**config.mk**
```make
export PLATFORM = sky130hd
export DESIGN_NAME = usb_frame_tx
export DESIGN_NICKNAME = d
export VERILOG_FILES = /design/src/rtl/usb_frame_tx.sv
export SDC_FILE = /design/constraint.sdc
export NUM_CORES = 2
export LEC_CHECK = 0
export CAP_MARGIN = 15
export CORE_ASPECT_RATIO = 1.2
export CORE_MARGIN = 5
export CORE_UTILIZATION = 55
export DETAILED_ROUTE_END_ITERATION = 8
export PLACE_DENSITY_LB_ADDON = 0.2
export SLEW_MARGIN = 10
export SYNTH_ARGS = -nofsm -noshare
export SYNTH_HDL_FRONTEND = slang
export SYNTH_SLANG_ARGS = --single-unit
```
**constraint.sdc**
```tcl
create_clock -name clk -period 32.8 [get_ports clk]
set_clock_uncertainty 0.2 [all_clocks]
set_input_delay 6.56 -clock clk [delete_from_list [all_inputs] [get_ports clk]]
set_output_delay 6.56 -clock clk [all_outputs]
set_load 0.01 [all_outputs]
```
**src/rtl/usb_frame_tx.sv**
```systemverilog
// usb_frame_tx: captures a 528-bit averaged frame and streams 64 data bytes plus the USB CRC16, low byte first.
// Define USB_FRAME_TX_BUF_EN to add a one-frame pending buffer behind the frame being sent.
//
// state  | meaning
// IDLE   | no frame in flight, outputs quiet
// SEND   | streaming data bytes from shift_q[7:0]
// CRC_LO | sending (~crc)[7:0]
// CRC_HI | sending (~crc)[15:8]; its handshake ends the frame
module usb_frame_tx #(
    parameter int FRAME_W = 528,
    parameter int NBYTES  = 64
) (
    input  logic               clk,
    input  logic               rst,
    input  logic [FRAME_W-1:0] frame_in,
    input  logic               frame_valid,
    input  logic               tx_ready,
    output logic [7:0]         tx_byte,
    output logic               tx_valid,
    output logic               busy,
    output logic               frame_done,
    output logic               frame_drop
);

    localparam int DATA_W = FRAME_W - 16;
    localparam logic [5:0] LAST = 6'(NBYTES - 1);

    typedef enum logic [1:0] {IDLE, SEND, CRC_LO, CRC_HI} state_t;

    state_t              state_q, state_nxt;
    logic [DATA_W-1:0]   shift_q;
    logic [15:0]         crc_q;
    logic [5:0]          count_q;
    logic                drop_q;
    logic                hs;
    logic                load;
    logic                load_new;
    logic                drop_nxt;
    logic                unused_low;

`ifdef USB_FRAME_TX_BUF_EN
    logic                pend_q;
    logic [DATA_W-1:0]   pend_data_q;
    logic                load_pend;
    logic                store;
`endif

    assign unused_low = ^frame_in[15:0];

    function automatic logic [15:0] crc16_byte(input logic [15:0] c, input logic [7:0] b);
        logic [15:0] r;
        r = c ^ {8'h00, b};
        for (int i = 0; i < 8; i++)
            r = r[0] ? ((r >> 1) ^ 16'hA001) : (r >> 1);
        return r;
    endfunction

    assign hs = tx_valid && tx_ready;

    always_comb begin
        state_nxt = state_q;
        load      = 1'b0;
        load_new  = 1'b0;
        drop_nxt  = 1'b0;
`ifdef USB_FRAME_TX_BUF_EN
        load_pend = 1'b0;
        store     = 1'b0;
`endif
        case (state_q)
            IDLE: if (frame_valid) begin
                load      = 1'b1;
                load_new  = 1'b1;
                state_nxt = SEND;
            end
            SEND:   if (hs && count_q == LAST) state_nxt = CRC_LO;
            CRC_LO: if (hs) state_nxt = CRC_HI;
            CRC_HI: if (hs) begin
                state_nxt = IDLE;
`ifdef USB_FRAME_TX_BUF_EN
                if (pend_q) begin
                    load      = 1'b1;
                    load_pend = 1'b1;
                    state_nxt = SEND;
                end else
`endif
                if (frame_valid) begin
                    load      = 1'b1;
                    load_new  = 1'b1;
                    state_nxt = SEND;
                end
            end
            default: state_nxt = IDLE;
        endcase

        // A strobe that does not start a frame is either parked or rejected.
        if (frame_valid && state_q != IDLE && !load_new) begin
`ifdef USB_FRAME_TX_BUF_EN
            if (!pend_q) store = 1'b1;
            else         drop_nxt = 1'b1;
`else
            drop_nxt = 1'b1;
`endif
        end
    end

    always_ff @(posedge clk or posedge rst) begin
        if (rst) begin
            state_q <= IDLE;
            shift_q <= '0;
            crc_q   <= 16'hFFFF;
            count_q <= 6'd0;
            drop_q  <= 1'b0;
        end else begin
            state_q <= state_nxt;
            drop_q  <= drop_nxt;
            if (load_new)
                shift_q <= frame_in[FRAME_W-1:16];
`ifdef USB_FRAME_TX_BUF_EN
            else if (load_pend)
                shift_q <= pend_data_q;
`endif
            else if (state_q == SEND && hs)
                shift_q <= shift_q >> 8;

            if (load) begin
                crc_q   <= 16'hFFFF;
                count_q <= 6'd0;
            end else if (state_q == SEND && hs) begin
                crc_q <= crc16_byte(crc_q, shift_q[7:0]);
                if (count_q != LAST)
                    count_q <= count_q + 6'd1;
            end
        end
    end

`ifdef USB_FRAME_TX_BUF_EN
    always_ff @(posedge clk or posedge rst) begin
        if (rst) begin
            pend_q      <= 1'b0;
            pend_data_q <= '0;
        end else if (store) begin
            pend_q      <= 1'b1;
            pend_data_q <= frame_in[FRAME_W-1:16];
        end else if (load_pend) begin
            pend_q <= 1'b0;
        end
    end
`endif

    always_comb begin
        tx_byte = 8'h00;
        case (state_q)
            SEND:    tx_byte = shift_q[7:0];
            CRC_LO:  tx_byte = ~crc_q[7:0];
            CRC_HI:  tx_byte = ~crc_q[15:8];
            default: tx_byte = 8'h00;
        endcase
    end

    assign tx_valid   = (state_q != IDLE);
    assign busy       = (state_q != IDLE);
    assign frame_done = (state_q == CRC_HI) && tx_ready;
    assign frame_drop = drop_q;

endmodule

```
==> out/qor.csv <==
stage,metric,value,unit
yosys,postSynthAreaPerCell,8.21,sq um
finish,fillers,3327,
finish,num-nets-final,3853,
critical_path,cp_top_family,buffers and inverters,
yosys,ys_warn_count,0,
floorplanning,coreArea,43700,sq um
yosys,syn_nets,3487,
yosys,synth-edff-count,0,
sta,period_needed,14.64,ns
finish,fin_util,0.718,
floorplanning,die_w,202,microns
critical_path,cp-end-kind,output pin,
job,maxCapViolCount,0,
routing,routed_wl,70900,microns
yosys,synth.top_cell.area_share,0.538,
critical_path,cp_slowest_stage_delay,0.60,ns
sta,setup_viol,0,
cts,post_cts_resized,0,
sta,fmax,68.3,MHz
yosys,synth_cell_types,35,
cts,clkTransAtPathRegs,0.06,ns
finish,syn2layout_area_growth,29.5,%
placement,dp_hpwl,46700,microns
cts,numCtsBuffers,54,
critical_path,slowest_stage,clkdlybuf4s50_1,
cts,cts_setup_buffers,0,
sta,tightest_slew,1.16,ns
routing,drt_iter0_drc,2310,
cts,clk_path_buf_depth,3,
critical_path,cp_num_buf_inv,2,
cts,h-tree-depth,2,
global_route,grt_max_degree,283,
sta,hold_viol_final,0,
floorplanning,die_area,48400,sq um
yosys,syn-cell-area,24200,sq um
routing,vias,22200,
yosys,synth_cells,2950,
critical_path,crit_chain,"clkdlybuf4s50_1, and2_1, clkdlybuf4s50_1",
sta,slew_violations,0,
worst_hold_path,hold_class,register to register,
floorplanning,start_util,0.554,
floorplanning,rows,84,
critical_path,cp-start-kind,input port,
critical_path,cp_data_required_time,26.04,ns
outcome,status,completed,
placement,gp_congestion,0.873,
global_route,antenna_found_initial,22,
cts,cts_tree,built,
routing,via_per_inst,5.63,
global_route,grt_usage,0.285,
sta,setup_tns,0,ns
placement,dp.cells,3817,
power_and_ir_drop,ir_drop,0.0569,mV
yosys,ys_seq_area_frac,0.555,
global_route,grt_pass1_wl,113000,microns
sta,fin_ws,18.16,ns
yosys,synth-seq-cells,537,
critical_path,path_class,input port to output pin,
routing,routedWlPerCell,18.0,microns
yosys,async_flop_share,1.00,
sta,slew_headroom,0.230,
placement,place_ws,18.17,ns
yosys,synth_top_area_cell,dfrtp_1,
routing,drcViolationCount,0,
routing,first_pass_iters,6,
yosys,ys.flop_type,dfrtp_1,
cts,insertion_delay,0.59,ns
power_and_ir_drop,leakagePower,0.0140,uW
finish,drive_gt1_frac,0.0384,
sta,rsz0062_at_grt,no,
critical_path,crit_arrival,7.88,ns
floorplanning,die_height,240,microns
critical_path,cp_common_cell,clkdlybuf4s50_1,
cts,ctsHoldBuffers,0,
sta,period_share,0.446,
finish,stdcell_count,3939,
floorplanning,pin_count,544,
cts,cts_sinks,537,
cts,cts_root_buffer,clkbuf_16,
placement,io_buffers,527,
routing,ant_nets,0,
global_route,gr-total-overflow,0,
yosys,synth_area_leaders,"dfrtp_1 54%, nand2_1 16%, a31oi_1 13%",
critical_path,cp_max_fo,5,
global_route,first_global_vias,21400,
power_and_ir_drop,p_per_area,95.8,nW/um^2
==> state kept, by name, indices dropped and copies added, names as in the netlist <==
name / cells
shift_q: 512
state_q: 2
count_q: 6
frame_drop: 1
crc_q: 16
==> per-layer routing <==
metal  GRT usage  part of all wire
met1       0.379              0.40
met2       0.452              0.48
met3      0.0785             0.088
met4       0.109             0.033
met5           0           0.00040
==> metrics by stage <==
stage          total power, uW  hold slack (ns)  instance area (sq um)
2_1_floorplan             2050            0.266                  24200
3_3_place_gp              2300            0.281                  29500
3_5_place_dp              2350            0.289                  29500
4_1_cts                   3010            0.309                  31300
5_1_grt                   3230            0.320                  31400
6_report                  3010            0.302                  31400
==> final cells by class <==
class	instances	area, sq um	share of cell area
Timing Repair Buffer	548	5500	0.175
Multi-Input combinational cell	2155	9750	0.311
Tap cell	559	699	0.0223
Clock buffer	81	1620	0.0515
Antenna cell	20	50.0	0.00159
Sequential cell	537	13500	0.429
Clock inverter	19	224	0.00714
Inverter	20	82.6	0.00263
==> path summary, 6_finish.rpt <==
path / from / slack (ns) / endpoint / cells past startpoint
min in group asynchronous: rst / 6.34 / shift_q[349] / 2
max: tx_ready / 18.16 / frame_done / 3
min: crc_q[12] / 0.30 / crc_q[12] / 2
max reg2reg: state_q[0] / 28.11 / shift_q[26] / 8
max in group asynchronous: rst / 24.41 / shift_q[413] / 3
min reg2reg: crc_q[12] / 0.30 / crc_q[12] / 2
==> placed cells by master, fill, tap and decap left out, drive strengths merged, types with 8 or more instances in the layout <==
cell type and count:
nor2 522, clkbuf 81, nand2 1041, a222oi 8, o211ai 13, clkdlybuf4s50 527
xnor2 19, clkinv 13, nand3 9, dfstp 16, inv 21, buf 21
dfrtp 521, diode 20, a31oi 505
==> synth_stat cells (2+ instances only) <==
cell type,n
ha_1,5
a31oi_1,505
dfrtp_1,521
o211ai_1,13
a222oi_1,8
clkbuf_1,186
xor2_1,6
o21ai_0,3
dfstp_2,16
xnor2_1,19
buf_2,48
nor2_1,522
nand3_1,9
buf_1,3
a21oi_1,3
nor4_1,2
nand2_1,1041
nand4_1,2
and3_1,3
inv_1,20
==> worst min-delay path: cells and delay by family (launching register included) <==
kind | cells | cell delay (ns)
simple gates | 1 | 0.05
flops | 1 | 0.37
compound gates | 1 | 0.08
==> where the power goes <==
part	internal (uW)	leakage (uW)	switching, uW
registers	1030	0.00634	193
clock network	379	0.000917	261
logic	484	0.00670	658
==> kinds of logic (layout without fill, tap and decap cells) <==
family	after synthesis	in the layout	share of synthesized area
flip-flops	537	537	0.555
multiplexers	1	1	0.000413
XOR/XNOR	26	26	0.0100
other	0	20	0
buffers and inverters	258	668	0.0426
AO/OA/AOI/OAI	536	536	0.140
AND/OR/NAND/NOR	1587	1587	0.249
adder cells (fa/ha/maj)	5	5	0.00258
(Power assumes the default switching activity.)
